$ cat config.mk
export PLATFORM = sky130hd
export DESIGN_NAME = psg_multi
export DESIGN_NICKNAME = d
export VERILOG_FILES = /design/src/rtl/psg_multi.sv
export SDC_FILE = /design/constraint.sdc
export NUM_CORES = 1
export LEC_CHECK = 0
export ABC_AREA = 1
export CAP_MARGIN = 20
export CORE_ASPECT_RATIO = 0.6
export CORE_MARGIN = 3
export CORE_UTILIZATION = 55
export DETAILED_ROUTE_END_ITERATION = 12
export PLACE_DENSITY = 0.77
export REMOVE_ABC_BUFFERS = 1
export SYNTH_ARGS = -nofsm -noshare
export SYNTH_HDL_FRONTEND = slang
export SYNTH_SLANG_ARGS = --single-unit
$ cat constraint.sdc
create_clock -name CLK -period 6.5 [get_ports CLK]
set_input_delay 0.65 -clock CLK [delete_from_list [all_inputs] [get_ports CLK]]
set_output_delay 0.65 -clock CLK [all_outputs]
set_load 0.01 [all_outputs]
$ cat src/rtl/psg_multi.sv
// psg_multi: NUM_CH square-wave tone channels, one shared 17-bit LFSR noise source, one 16-step envelope.
// Macro PSG_READBACK_EN adds the DO register readback mux; without it DO is constant 8'hFF.
module psg_multi #(
    parameter int NUM_CH = 3,
    parameter int DAC_W  = 8,
    parameter int ADDR_W = 5
) (
    input  logic                    CLK,
    input  logic                    RESET,
    input  logic                    CE,
    input  logic                    WR,
    input  logic [ADDR_W-1:0]       ADDR,
    input  logic [7:0]              DI,
    output logic [7:0]              DO,
    output logic [NUM_CH*DAC_W-1:0] CH_OUT,
    output logic [DAC_W+2:0]        MIX
);
    localparam int T     = 2 * NUM_CH;
    localparam int V     = T + 3;
    localparam int E     = V + NUM_CH;
    localparam int REP   = (DAC_W + 7) / 8;
    localparam int MIX_W = DAC_W + 3;

    logic [11:0]       tper_q [NUM_CH];
    logic [4:0]        vol_q  [NUM_CH];
    logic [4:0]        nper_q;
    logic [NUM_CH-1:0] tdis_q;
    logic [NUM_CH-1:0] ndis_q;
    logic [15:0]       eper_q;
    logic [3:0]        shape_q;
    logic              shape_wr;

    assign shape_wr = WR && (ADDR == ADDR_W'(E + 2));

    always_ff @(posedge CLK or posedge RESET) begin
        if (RESET) begin
            for (int c = 0; c < NUM_CH; c++) begin
                tper_q[c] <= '0;
                vol_q[c]  <= '0;
            end
            nper_q  <= '0;
            tdis_q  <= '0;
            ndis_q  <= '0;
            eper_q  <= '0;
            shape_q <= '0;
        end else if (WR) begin
            for (int c = 0; c < NUM_CH; c++) begin
                if (ADDR == ADDR_W'(2 * c))     tper_q[c][7:0]  <= DI;
                if (ADDR == ADDR_W'(2 * c + 1)) tper_q[c][11:8] <= DI[3:0];
                if (ADDR == ADDR_W'(V + c))     vol_q[c]        <= DI[4:0];
            end
            if (ADDR == ADDR_W'(T))     nper_q       <= DI[4:0];
            if (ADDR == ADDR_W'(T + 1)) tdis_q       <= DI[NUM_CH-1:0];
            if (ADDR == ADDR_W'(T + 2)) ndis_q       <= DI[NUM_CH-1:0];
            if (ADDR == ADDR_W'(E))     eper_q[7:0]  <= DI;
            if (ADDR == ADDR_W'(E + 1)) eper_q[15:8] <= DI;
            if (shape_wr)               shape_q      <= DI[3:0];
        end
    end

    // Prescaler: tone tick every 8 CE, envelope tick every 16 CE.
    logic [3:0] presc_q;
    logic [3:0] presc_d;
    logic       tone_tick;
    logic       env_tick;

    assign presc_d   = CE ? presc_q - 4'd1 : presc_q;
    assign tone_tick = CE && (presc_q[2:0] == 3'd0);
    assign env_tick  = CE && (presc_q == 4'd0);

    logic [11:0]       tcnt_q [NUM_CH];
    logic [11:0]       tcnt_d [NUM_CH];
    logic [NUM_CH-1:0] tone_q;
    logic [NUM_CH-1:0] tone_d;

    // A period written below the running count wraps on the very next tick.
    always_comb begin
        tone_d = tone_q;
        for (int c = 0; c < NUM_CH; c++) begin
            tcnt_d[c] = tcnt_q[c];
            if (tone_tick) begin
                if (tcnt_q[c] >= ((tper_q[c] == 12'd0) ? 12'd0 : tper_q[c] - 12'd1)) begin
                    tcnt_d[c] = '0;
                    tone_d[c] = ~tone_q[c];
                end else begin
                    tcnt_d[c] = tcnt_q[c] + 12'd1;
                end
            end
        end
    end

    logic [4:0]  ncnt_q;
    logic [4:0]  ncnt_d;
    logic [16:0] lfsr_q;
    logic [16:0] lfsr_d;

    always_comb begin
        ncnt_d = ncnt_q;
        lfsr_d = lfsr_q;
        if (tone_tick) begin
            if (ncnt_q >= ((nper_q == 5'd0) ? 5'd0 : nper_q - 5'd1)) begin
                ncnt_d = '0;
                lfsr_d = {lfsr_q[0] ^ lfsr_q[3], lfsr_q[16:1]};
            end else begin
                ncnt_d = ncnt_q + 5'd1;
            end
        end
    end

    logic [15:0] ecnt_q;
    logic [15:0] ecnt_d;
    logic [15:0] elim;
    logic [3:0]  step_q;
    logic [3:0]  step_d;
    logic [3:0]  elvl_q;
    logic [3:0]  elvl_d;
    logic [3:0]  lvl_now;
    logic        att_q;
    logic        att_d;
    logic        hold_q;
    logic        hold_d;

    assign elim = (eper_q == 16'd0) ? 16'd0 : eper_q - 16'd1;

    // att_q is the direction of the current cycle; it flips per cycle for ALT shapes.
    always_comb begin
        lvl_now = att_q ? step_q : 4'd15 - step_q;
        if (hold_q) lvl_now = (shape_q[3] && (shape_q[2] ^ shape_q[1])) ? 4'd15 : 4'd0;
    end

    // A shape write overrides any envelope tick landing on the same CLK.
    always_comb begin
        ecnt_d = ecnt_q;
        step_d = step_q;
        elvl_d = elvl_q;
        att_d  = att_q;
        hold_d = hold_q;
        if (shape_wr) begin
            ecnt_d = '0;
            step_d = '0;
            att_d  = DI[2];
            hold_d = 1'b0;
        end else if (env_tick) begin
            elvl_d = lvl_now;
            if (ecnt_q >= elim) begin
                ecnt_d = '0;
                if (!hold_q) begin
                    if (step_q == 4'd15) begin
                        if (!shape_q[3] || shape_q[0]) begin
                            hold_d = 1'b1;
                        end else begin
                            step_d = '0;
                            if (shape_q[1]) att_d = ~att_q;
                        end
                    end else begin
                        step_d = step_q + 4'd1;
                    end
                end
            end else begin
                ecnt_d = ecnt_q + 16'd1;
            end
        end
    end

    function automatic logic [7:0] vol_table(input logic [3:0] idx);
        case (idx)
            4'd0:    return 8'd0;
            4'd1:    return 8'd1;
            4'd2:    return 8'd2;
            4'd3:    return 8'd3;
            4'd4:    return 8'd5;
            4'd5:    return 8'd7;
            4'd6:    return 8'd11;
            4'd7:    return 8'd15;
            4'd8:    return 8'd22;
            4'd9:    return 8'd31;
            4'd10:   return 8'd45;
            4'd11:   return 8'd63;
            4'd12:   return 8'd90;
            4'd13:   return 8'd127;
            4'd14:   return 8'd180;
            default: return 8'd255;
        endcase
    endfunction

    // Widen by repeating the 8-bit level MSB-first, so full scale stays all ones.
    function automatic logic [DAC_W-1:0] widen(input logic [7:0] v);
        logic [8*REP-1:0] rep;
        rep = {REP{v}};
        return rep[8*REP-1 -: DAC_W];
    endfunction

    logic [NUM_CH-1:0]       gate;
    logic [NUM_CH*DAC_W-1:0] ch_q;
    logic [NUM_CH*DAC_W-1:0] ch_d;
    logic [MIX_W-1:0]        mix_q;
    logic [MIX_W-1:0]        mix_d;

    assign gate = (tdis_q | tone_q) & (ndis_q | {NUM_CH{lfsr_q[0]}});

    always_comb begin
        ch_d  = ch_q;
        mix_d = '0;
        for (int c = 0; c < NUM_CH; c++) begin
            if (CE) begin
                ch_d[c*DAC_W +: DAC_W] = gate[c] ?
                    widen(vol_table(vol_q[c][4] ? elvl_q : vol_q[c][3:0])) : '0;
            end
            mix_d = mix_d + MIX_W'(ch_q[c*DAC_W +: DAC_W]);
        end
    end

    always_ff @(posedge CLK or posedge RESET) begin
        if (RESET) begin
            presc_q <= '0;
            tone_q  <= '0;
            ncnt_q  <= '0;
            lfsr_q  <= 17'h00001;
            ecnt_q  <= '0;
            step_q  <= '0;
            elvl_q  <= '0;
            att_q   <= 1'b0;
            hold_q  <= 1'b0;
            ch_q    <= '0;
            mix_q   <= '0;
            for (int c = 0; c < NUM_CH; c++) tcnt_q[c] <= '0;
        end else begin
            presc_q <= presc_d;
            tone_q  <= tone_d;
            ncnt_q  <= ncnt_d;
            lfsr_q  <= lfsr_d;
            ecnt_q  <= ecnt_d;
            step_q  <= step_d;
            elvl_q  <= elvl_d;
            att_q   <= att_d;
            hold_q  <= hold_d;
            ch_q    <= ch_d;
            mix_q   <= mix_d;
            for (int c = 0; c < NUM_CH; c++) tcnt_q[c] <= tcnt_d[c];
        end
    end

    assign CH_OUT = ch_q;
    assign MIX    = mix_q;

`ifdef PSG_READBACK_EN
    always_comb begin
        DO = 8'hFF;
        for (int c = 0; c < NUM_CH; c++) begin
            if (ADDR == ADDR_W'(2 * c))     DO = tper_q[c][7:0];
            if (ADDR == ADDR_W'(2 * c + 1)) DO = {4'h0, tper_q[c][11:8]};
            if (ADDR == ADDR_W'(V + c))     DO = {3'h0, vol_q[c]};
        end
        if (ADDR == ADDR_W'(T))     DO = {3'h0, nper_q};
        if (ADDR == ADDR_W'(T + 1)) DO = 8'(tdis_q);
        if (ADDR == ADDR_W'(T + 2)) DO = 8'(ndis_q);
        if (ADDR == ADDR_W'(E))     DO = eper_q[7:0];
        if (ADDR == ADDR_W'(E + 1)) DO = eper_q[15:8];
        if (ADDR == ADDR_W'(E + 2)) DO = {4'h0, shape_q};
    end
`else
    assign DO = 8'hFF;
`endif

endmodule
==> results of run 1 <==
[worst min-delay path, stage by stage (launching register included)]
cell	delay, ns
sky130_fd_sc_hd__dfrtp_1	0.34
sky130_fd_sc_hd__nand2_1	0.05
sky130_fd_sc_hd__nand2_1	0.04
[kinds of logic after synthesis]
kind of cell / after synthesis
flip-flops: 207
buffers and inverters: 197
XOR/XNOR: 56
adder cells (fa/ha/maj): 87
other: 2
AND/OR/NAND/NOR: 736
AO/OA/AOI/OAI: 247
[state kept, by name (all words and copies together), names as in the netlist, 5 cells and up]
register  count
tcnt_q       36
eper_q       16
tper_q       36
lfsr_q       17
ncnt_q        5
nper_q        5
CH_OUT       24
ecnt_q       16
vol_q        15
MIX          10
[per-layer routing]
metal  routed length, um  up-vias  GRT usage, %
li1                    -     5061             -
met1               13900     4777          36.8
met2               11400      246          33.9
met3                1500       36          3.09
met4                 580        0          5.03
met5                   0        -             0
[worst paths after layout]
check / start / endpoint / slack, ns
worst min-delay path: lfsr_q[4] / lfsr_q[3] / 0.46
max in group asynchronous: RESET / elvl_q[3] / 4.29
worst max-delay path: tper_q[24] / tone_q[0] / 2.97
worst min register to register: lfsr_q[4] / lfsr_q[3] / 0.46
worst max register to register: tper_q[24] / tone_q[0] / 2.97
min in group asynchronous: RESET / lfsr_q[16] / 0.80
[area by class of cell]
cell class	instances	area (um^2)
Timing Repair Buffer	51	508
Multi-Input combinational cell	1135	6110
Inverter	165	627
Tap cell	279	349
Fill cell	1860	7850
Sequential cell	207	5180
Clock inverter	9	106
Clock buffer	26	554
[cell usage in the layout, fill, tap and decap left out, types with 6 or more instances in the layout]
cell and n:
sky130_fd_sc_hd__fa_1 9, sky130_fd_sc_hd__o21a_1 6, sky130_fd_sc_hd__nor3_1 27, sky130_fd_sc_hd__conb_1 9, sky130_fd_sc_hd__xor2_1 42, sky130_fd_sc_hd__nor2_1 167, sky130_fd_sc_hd__clkdlybuf4s50_1 50, sky130_fd_sc_hd__nand2_1 404
sky130_fd_sc_hd__dfrtp_1 206, sky130_fd_sc_hd__or2_2 17, sky130_fd_sc_hd__nand3_1 67, sky130_fd_sc_hd__inv_1 156, sky130_fd_sc_hd__o21ai_0 155, sky130_fd_sc_hd__xnor2_1 14, sky130_fd_sc_hd__clkbuf_16 21, sky130_fd_sc_hd__nand3b_1 8
sky130_fd_sc_hd__ha_1 78, sky130_fd_sc_hd__a21oi_1 56, sky130_fd_sc_hd__nand4_1 26
[where the power goes]
group          leakage, nW  switching, W  internal [W]
Combinational         3.65      0.000933      0.000598
Clock                0.321      0.000509      0.000687
Sequential            2.73      0.000257       0.00153
[metrics by stage]
stage	utilization, %	cell area (um^2)	hold WS (ns)	setup WS (ns)
detailed placement	60.0	12800	0.457	3.08
finish	63.1	13400	0.465	2.97
floorplan	-	11900	0.438	0.199
CTS	63.1	13400	0.471	2.95
global placement	60.0	12800	0.453	3.19
global route	63.1	13400	0.492	2.65
==> results.txt, run 1 <==
The most numerous cell type found on the critical path is sky130_fd_sc_hd__nand2_1. The overflow left after global routing is 0. The maximum number of buffers from clock root to sink came out at 3. The tightest min-delay check is of the flop to flop type.

The number of input and output port buffers inserted is 50. The multiplexer share of the synthesized area is 0%. The total of max-cap violations is 0. The mapped cell area is 12100 um^2.

The first-pass GRT wire length came out at 46000 um. The setup TNS after final layout came out at 0 ns. TritonCTS built the clock tree.

The largest net degree at the start of global routing came out at 148. The die area is 23800 um^2. The number of DRC markers in iteration 0 came out at 869. Along the worst hold path, the cell count comes to 2. STA puts the critical path data required time at 6.89 ns. The number of setup buffers added after CTS came out at 0.

The kind of critical path is flop to flop. Of all cell types, the one taking the most synthesized area is sky130_fd_sc_hd__dfrtp_1. The H-tree level count came out at 1. The clock transition at the registers of the reported paths is 0.07 ns. In the finished design, the share of the clock period the worst path needs comes to 54.3%.

For this design, the slowest cell found on the critical path is sky130_fd_sc_hd__dfrtp_1. The antenna diode count is 0. The area fraction in compound gates after synthesis came out at 11.1%. The number of enable flip-flop cells after synthesis came out at 0. For the worst setup path, the data arrival time is 3.92 ns.

The kind of cell with the highest combined delay along the critical path is simple AND/OR/NAND/NOR gates. The static leakage is 6.71 nW. The worst setup path is captured at a flop. The cell with the most instances after synthesis is sky130_fd_sc_hd__nand2_1. The post-route total power is 0.00452 W.

The total routed wirelength came out at 27400 um. The initial cell density of the core came out at 56.7%. The DRC violation count after routing came out at 0.

Measured along the y axis, the die boundary spans 121 um. The fraction of layout instances using a drive strength above 1 came out at 4.27%. At the pin with the least slew margin, the transition time is 0.977 ns. After legalization and detailed placement, the total HPWL measured 19900 um.

The fraction of registers with async set or reset after synthesis came out at 100%. By count the netlist is led by 404 x sky130_fd_sc_hd__nand2_1, 206 x sky130_fd_sc_hd__dfrtp_1, 167 x sky130_fd_sc_hd__nor2_1, 157 x sky130_fd_sc_hd__inv_1, 155 x sky130_fd_sc_hd__o21ai_0. The share of the yosys chip area belonging to registers came out at 43.0%. Before antenna repair, the detailed router went through 5 iterations. The number of cells on the worst reg-to-reg path is 19. The routed layout has 10.1k vias. After Yosys synthesis, full adders, half adders and majority gates account for 9.59% of the synthesized area. Walking the worst path, the cells encountered are inv_1 > ha_1 > inv_1 > nor3_1 > nand2_1 > nor3_2 > nand2_1 > nand3_1 > a21boi_0 > ha_1 > nand2_1 > nor2_1 > and2_1 > nand2_1 > nand4_1 > nand2_1 > clkinv_1 > nand2_1 > nand2_1. The run finished with clean final reports. The clock latency at the later pin of the worst-skew pair is 0.50 ns.

Dividing the detail-routed wire length by the instance count gives 14.6 um. STA classifies the critical path startpoint as a flop. For this run, the slowest stage of the critical path takes 0.41 ns. The number of warnings issued by yosys is 0. Together, buffers and inverters on the worst path number 3.

Synthesis produced a netlist whose cell count is 1532. The number of pins with negative max-slew slack in the final report came out at 0. The root cell of the clock tree is sky130_fd_sc_hd__clkbuf_16. The quantity of hold-fixing buffers added after cts is 0.

The overall fraction of global-route tracks in use came out at 23.2%. The count of cell types in the netlist is 46. The count of endpoints failing hold in the final timing report is 0. The most used flip-flop cell after synthesis is sky130_fd_sc_hd__dfrtp_1.

The clock skew is 0.00860 ns. In this run the biggest area consumer among cell types represents 42.7% of the synthesized area. The setup violation total in the final timing report came out at 0. The tree built by TritonCTS fans out to 207 sinks. The number of core rows came out at 41. After synthesis, the largest family of logic cells by area is simple AND/OR/NAND/NOR gates.

The detail route stage leaves a number of antenna-violating nets equal to 0. The total number of cells along the worst setup path came out at 19. After clock tree synthesis, the repair step resized 0 gates. For this run, the post-layout net count is 1685.

Relative to the synthesized area, the layout overhead comes to 11.4%. The total I/O pin count came out at 60. The number of global-route vias before repair came to 9247.

The die is 197 um wide. In this run the tightest slew margin relative to its limit is 34.9%. The count of non-filler cells in the finished layout is 1872. The number of antenna violations at the first check in global routing was 0.

The register bit count reported by yosys is 207. The xor-xnor portion of the synthesized cell area is 4.07%. The synthesized-area fraction occupied by and/or/nand/nor cells is 25.6%. The placeable core region is 21300 um^2. The time the final worst path needs with I/O delays and setup is 3.53 ns. Clock tree synthesis inserted a total of 21 buffers. By area the synthesized netlist is led by sky130_fd_sc_hd__dfrtp_1 43%, sky130_fd_sc_hd__nand2_1 13%, sky130_fd_sc_hd__ha_1 8.1%. The worst ir drop on vdd came out at 0.174 mV. The fmax came out at 0.283 GHz. Setup repair after global routing left no endpoint under its margin. The power density over the cells came out at 336 nW/um^2. The highest net fanout along the worst path came out at 10. Including well taps, the total number of placed cells is 1837. The average instance in the mapped netlist occupies 7.87 um^2. Dividing the detail-routed via count by the number of cells gives 5.41.

The final weighted congestion of routability-driven global placement came out at 0.887.
No activity file was read; power rests on OpenSTA's default activity.
==> run 2, diff against run 1 <==
Settings changed: CORE_UTILIZATION 55 to 61, PLACE_DENSITY 0.77 to 0.81.
Clock period 6.5 ns to 3.4 ns, I/O delays scaled along.
==> run 2 against run 1 <==
  * Via count rose by 1.5%
  * Clock power rose by 100%
  * Core utilization rose by 7.5 points
  * Worst setup slack got worse by 2.7 ns
  * Non-clock buffer count rose by 8
  * Register-to-register slack got worse by 2.7 ns
  * Largest power group unchanged
  * Global-route usage rose by 2.9 points
  * Sequential cell count did not move
  * Die area fell by 9.5%
==> results.txt, run 2 (same netlist as run 1, synthesis figures left out) <==
The width of the die came out at 188 um. In this run the deepest clock path goes through 3 buffers. The multi-input gate area in the final layout came out at 6120 um^2.

CTS built an H-tree with a depth of 1. The kind of critical path is flop to flop. The count of buffering cells on the critical path with inverters included came out at 3. The quantity of hold-fixing buffers added after cts is 0.

Combinational logic burns 33.3% of the power. Across the run, the number of max-cap violations was 0. The initial cell density of the core came out at 62.7%.

The final cycle utilization of the critical path came out at 91.8%. The number of global-route vias before repair came out at 9620. The clock power share is 27.7%. The total routed wirelength is 27500 um. The design internal power is 0.00555 W. The final layout net count came out at 1693. The pre-CTS setup slack came out at 0.161 ns. The routed via count divided by cell count came out at 5.49. The placeable core region came out at 19200 um^2. Setup violations remaining at the end of the flow were counted as 0. The first global-routing pass estimated 46800 um of wire. The total I/O pin count came out at 60.

The quantity of gates resized following cts is 0. The clock skew is 0.0246 ns. Leaving out fill and tap cells, the most frequent cell in the layout is sky130_fd_sc_hd__nand2_1. The number of pins with negative max-slew slack in the final report is 0.

The startpoint kind of the worst setup timing path is a flop. The number of antenna violations at the first check in global routing is 0. The number of buffers inserted during clock tree synthesis came out at 21. In this run the cell area measured after placement is 12800 um^2. The cell occurring most often along the worst timing path is sky130_fd_sc_hd__nand2_1. TritonCTS built the clock tree. The net switching power figure came out at 0.00325 W.

The time the final worst path needs with I/O delays and setup came out at 3.12 ns. The static leakage came out at 6.79 nW. The critical path arrival is 3.50 ns. Walking the worst path, the cells encountered are inv_1 > ha_1 > inv_1 > nor3_2 > nand2_1 > nor3_2 > nand2_1 > nand3_1 > a21boi_0 > ha_1 > nand2_1 > nor2_1 > and2_1 > nand2_1 > nand4_1 > nand2_2 > clkinvlp_4 > nand2_1 > nand2_1. The residual antenna-violating net count after detailed routing came out at 0. After detailed routing, the average wire length per cell comes to 14.7 um. Clock tree synthesis selected as its root buffer the cell sky130_fd_sc_hd__clkbuf_16. The count of non-filler cells in the finished layout came out at 1870. Measured along the y axis, the die boundary spans 115 um.

During placement, the flow inserted port buffers numbering 50. The number of DRC markers in iteration 0 is 939. The transition time at the pin with the least slew margin came out at 0.773 ns.

The worst ir drop on vdd is 0.408 mV. Of all nets on the critical path, the largest fanout is 10. Static timing analysis puts the maximum clock frequency at 0.320 GHz. The antenna diode count came out at 0. The endpoint class of the critical path is a flop. The final weighted congestion of routability-driven global placement is 0.905. The overall fraction of global-route tracks in use is 26.1%.

The clock reaches the later pin of the worst-skew pair after 0.51 ns. The power density over the cells is 648 nW/um^2. The sink count of the clock tree came out at 207. After detailed placement, the design holds a cell count of 1832. The area of all sequential standard cells is 5180 um^2. The worst slew margin relative to its limit is 48.4%. The estimated wirelength of the detail-placed design is 19900 um. The slowest stage of the critical path belongs to the cell sky130_fd_sc_hd__dfrtp_1. The summed area of non-filler cells in the final layout came out at 13600 um^2.

The number of setup buffers added after CTS is 0. The count of endpoints failing hold in the final timing report came to 0. The routed layout has 10.3k vias. The net switching share of the total power is 37.0%. For this run, the slowest stage of the critical path takes 0.40 ns. The final design utilization is 70.6%. The die covers 21600 um^2. The DRC violation count after routing is 0. The number of core rows is 39. The worst-case setup margin in the final layout came out at 0.278 ns.

After layout, the design draws a total of 0.00880 W. The fraction of layout instances using a drive strength above 1 came out at 5.24%. The class of the worst hold path is primary input to asynchronous set/reset pin.

The overflow left after global routing is 0. In this run, flip-flops and latches consume 39.1% of the power. The largest net degree at the start of global routing is 95. Compared with the post-synthesis result, the final layout area differs by 12.6%.

The length of the first detailed-routing pass in iterations came out at 6. The run finished with clean final reports. The required time reported for the critical path endpoint came out at 3.78 ns. In the layout the commonest cells are 403 x sky130_fd_sc_hd__nand2_1, 206 x sky130_fd_sc_hd__dfrtp_1, 167 x sky130_fd_sc_hd__nor2_1.

The number of fill cells came out at 1524. After clock tree synthesis, the clock-pin slew on the worst setup and hold paths is 0.06 ns. Grouping stages by cell kind, the critical path spends the most delay in simple AND/OR/NAND/NOR gates.
## run 2: area by class of cell
cell class | count | share of cell area (%)
clock inverters | 10 | 1.00
well taps | 266 | 2.45
multi-input cells | 1135 | 45.1
clock buffers | 28 | 4.36
flip-flops and latches | 207 | 38.2
repair buffers | 59 | 4.28
inverters | 165 | 4.64
## run 2: path summary, 6_finish.rpt
path	to	slack, ns	cells after the start	from
worst max-delay path	tone_q[0]	0.28	19	tper_q[24]
worst min-delay path	MIX[0]	0.33	2	RESET
worst max register to register	tone_q[0]	0.28	19	tper_q[24]
worst min register to register	lfsr_q[6]	0.46	2	lfsr_q[7]
max in group asynchronous	step_q[3]	2.20	3	RESET
min in group CLK	lfsr_q[6]	0.46	2	lfsr_q[7]
## run 2: metrics by stage
step                      hold slack [ns]  TNS (ns)
after floorplan                     0.431   -534.71
after global placement              0.448         0
after detailed placement            0.449         0
after CTS                           0.366         0
after global routing                0.415   -0.0239
final                               0.332         0
## run 2: layer usage
metal | vias up | part of all wire, % | global-route usage, %
li1 | 5084 | - | -
met1 | 4832 | 49 | 39.8
met2 | 304 | 43 | 40.1
met3 | 50 | 6.5 | 3.78
met4 | 0 | 1.9 | 5.84
met5 | - | 0 | 0
## run 2: power by group through the flow
stage | Sequential (W) | Clock [W] | Combinational [W]
4_1_cts | 0.00342 | 0.00248 | 0.00292
3_3_place_gp | 0.00344 | 0 | 0.00275
3_5_place_dp | 0.00345 | 0 | 0.00288
2_1_floorplan | 0.00333 | 0 | 0.00217
6_report | 0.00344 | 0.00243 | 0.00293
5_1_grt | 0.00351 | 0.00258 | 0.00342
## run 2: worst reg2reg max path, stage by stage (launching register included)
cell and delay [ns]:
sky130_fd_sc_hd__dfrtp_1 0.40, sky130_fd_sc_hd__inv_1 0.09, sky130_fd_sc_hd__ha_1 0.18, sky130_fd_sc_hd__inv_1 0.06, sky130_fd_sc_hd__nor3_2 0.18, sky130_fd_sc_hd__nand2_1 0.13, sky130_fd_sc_hd__nor3_2 0.20, sky130_fd_sc_hd__nand2_1 0.14
sky130_fd_sc_hd__nand3_1 0.10, sky130_fd_sc_hd__a21boi_0 0.20, sky130_fd_sc_hd__ha_1 0.28, sky130_fd_sc_hd__nand2_1 0.09, sky130_fd_sc_hd__nor2_1 0.07, sky130_fd_sc_hd__and2_1 0.14, sky130_fd_sc_hd__nand2_1 0.06, sky130_fd_sc_hd__nand4_1 0.17
sky130_fd_sc_hd__nand2_2 0.16, sky130_fd_sc_hd__clkinvlp_4 0.20, sky130_fd_sc_hd__nand2_1 0.11, sky130_fd_sc_hd__nand2_1 0.05
==> run 3, diff against run 2 <==
Settings changed: CORE_UTILIZATION 61 to 31, PLACE_DENSITY 0.81 to not set.
==> run 3 against run 2 <==
  * Die area is 92% higher
  * Via count is 3.0% lower
  * Fmax is 3.1% higher
  * Design area is 2.7% higher
  * Hold slack gained 0.018 ns
  * Global-route usage is 12 points lower
  * Combinational power about the same
  * Critical endpoint unchanged
  * Critical path depth is the same
  * First-iteration DRC count is 33% lower
  * Sequential cell count unchanged
==> results.txt, run 3 (same netlist as run 1, synthesis figures left out) <==
The mean routed wirelength per cell is 13.7 um. The capture instance of the worst register-to-register path is tone_q[0]. The width of the die came out at 261 um. In this run the core area contains 55 standard-cell rows.

The count of non-filler cells in the finished layout is 2122. The post-route total power came out at 0.00891 W. The critical path ends at tone_q[0]. The worst setup path is of the flop to flop kind. The fraction of layout instances using a drive strength above 1 came out at 5.53%.

In the layout the commonest cells are 403 x sky130_fd_sc_hd__nand2_1, 206 x sky130_fd_sc_hd__dfrtp_1, 166 x sky130_fd_sc_hd__nor2_1. The final weighted congestion of routability-driven global placement came out at 0.836. The final layout contains 1697 nets. The antenna diode count came out at 0. The largest net degree at the start of global routing is 104. In the finished design, the share of the clock period the worst path needs comes to 89.1%. The count of buffering cells on the critical path with inverters included came out at 3. The die area is 41400 um^2. The number of antenna violations at the first check in global routing came out at 0. The clock transition at the registers of the reported paths is 0.06 ns. The startpoint identified for the worst register-to-register timing path is tper_q[24]. The overall fraction of global-route tracks in use came out at 14.1%. The number of global-route vias before repair came out at 9190. The worst register-to-register path has a depth of 19. The number of buffers inserted during clock tree synthesis is 23. CTS built an H-tree with a depth of 1. The critical path arrival came out at 3.44 ns. The initial cell density of the core is 31.7%. The worst slew margin relative to its limit is 49.4%. Across the VDD grid, the largest voltage drop is 0.330 mV. The residual antenna-violating net count after detailed routing is 0.

The total I/O pin count came out at 60. The cell occurring most often along the worst timing path is sky130_fd_sc_hd__nand2_1. The CTS tree is built. The library cell used most frequently in the layout, excluding fill and tap cells, is sky130_fd_sc_hd__nand2_1. For the final database, setup skew stands at 0.00983 ns. The clock latency at the later pin of the worst-skew pair came out at 0.52 ns.

The length of the first detailed-routing pass in iterations came out at 5. The total number of cells along the worst setup path came out at 19. The maximum single-stage delay on the critical path is 0.40 ns. At the pin with the least slew margin, the transition time is 0.759 ns. The height of the die is 159 um. The number of input and output port buffers inserted is 50.

The static leakage is 6.82 nW. The endpoint class of the critical path is a flop. For this design, the slowest cell found on the critical path is sky130_fd_sc_hd__dfrtp_1. The growth of design area from synthesis to finish is 15.7%. The count of endpoints failing hold in the final timing report came out at 0. The routed layout has 9964 vias.

The routed via count divided by cell count came out at 4.70. The cell count after placement is 2078. The setup violation total in the final timing report came out at 0. The overflow left after global routing came out at 0.

The summed area of non-filler cells in the final layout came out at 13900 um^2. STA classifies the critical path startpoint as a flop. The first global-routing pass estimated 48300 um of wire. The run finished with clean final reports.

The total routed wirelength came out at 29100 um. The required time reported for the critical path endpoint is 3.81 ns. The estimated wirelength of the detail-placed design came out at 21800 um.

In the routed design, unresolved DRC markers number 0. The time the final worst path needs with I/O delays and setup is 3.03 ns. Hold repair after CTS inserted 0 buffers. For this design the ratio of total power to cell area is 638 nW/um^2. The sink count of the clock tree came out at 207. In this run the worst setup path begins at tper_q[24].

Grouping stages by cell kind, the critical path spends the most delay in simple AND/OR/NAND/NOR gates. In this run the worst hold path is classified as primary input to asynchronous set/reset pin. The highest net fanout along the worst path is 5.

The number of DRC markers in iteration 0 is 627. The number of pins with negative max-slew slack in the final report came out at 0. Derived from the worst setup path, the maximum achievable clock frequency is 0.330 GHz.

The cell sitting at the root of the clock tree is a sky130_fd_sc_hd__clkbuf_16. The placeable core region came out at 38100 um^2. The critical path goes through inv_1 > ha_1 > inv_1 > nor3_4 > nand2_1 > nor3_2 > nand2_1 > nand3_1 > a21boi_0 > ha_1 > nand2_1 > nor2_1 > and2_1 > nand2_1 > nand4_1 > nand2_2 > clkinvlp_4 > nand2_1 > nand2_1. The maximum number of buffers from clock root to sink is 3. Setup slack on the worst reg-to-reg path comes out at 0.37 ns.

The placed instance area came out at 13100 um^2. The total of max-cap violations came out at 0. The worst hold margin came out at 0.350 ns.
## run 3: cell types whose count changed in the layout (fill, tap and decap cells not counted), sizes merged
cell | previous run | this run
clkbuf | 28 | 31
buf | 9 | 10
bufinv | 3 | 2
clkinvlp | 1 | 3
## run 3: timing repair
item | 4_1_cts | 5_1_grt
setup endpoints to repair | 0 | 23
resized for setup | 0 | 7
setup buffers | 0 | 2
## run 3: worst min path at each step
| stage | from | endpoint |
|---|---|---|
| 3_3_place_gp | lfsr_q[16] | lfsr_q[15] |
| 4_1_cts | RESET | presc_q[3] |
| 5_1_grt | RESET | tcnt_q[14] |
| 6_report | RESET | tcnt_q[14] |
| 3_5_place_dp | lfsr_q[15] | lfsr_q[14] |
| 2_1_floorplan | CE | presc_q[0] |
## run 3: stage by stage
stage | utilization [%] | setup WS (ns) | TNS, ns
5_1_grt | 36.7 | -0.0148 | -0.0164
4_1_cts | 36.5 | 0.0835 | 0
3_3_place_gp | 34.5 | 0.254 | 0
6_report | 36.7 | 0.371 | 0
3_5_place_dp | 34.5 | 0.114 | 0
2_1_floorplan | - | -2.59 | -534.71
## run 3: cell type report
type,instances,area (um^2)
clock buffers,31,646
inverters,165,631
fillers,3877,24100
flip-flops and latches,207,5180
well taps,513,642
repair inverters,1,7.51
repair buffers,60,601
multi-input cells,1135,6130
clock inverters,10,109
## run 3: power breakdown
group          total (W)  leakage, nW  switching (W)  internal [W]
clock network    0.00253        0.375        0.00104       0.00149
registers        0.00343         2.73       0.000498       0.00293
logic            0.00295         3.71        0.00178       0.00117
## run 3: per-layer routing
metal,share of wire (%),up-vias,GRT usage [%]
met5,0,-,0
met4,1.5,0,2.13
met3,4.2,34,2.45
met2,40,161,20.2
met1,54,4678,22.3
li1,-,5091,-
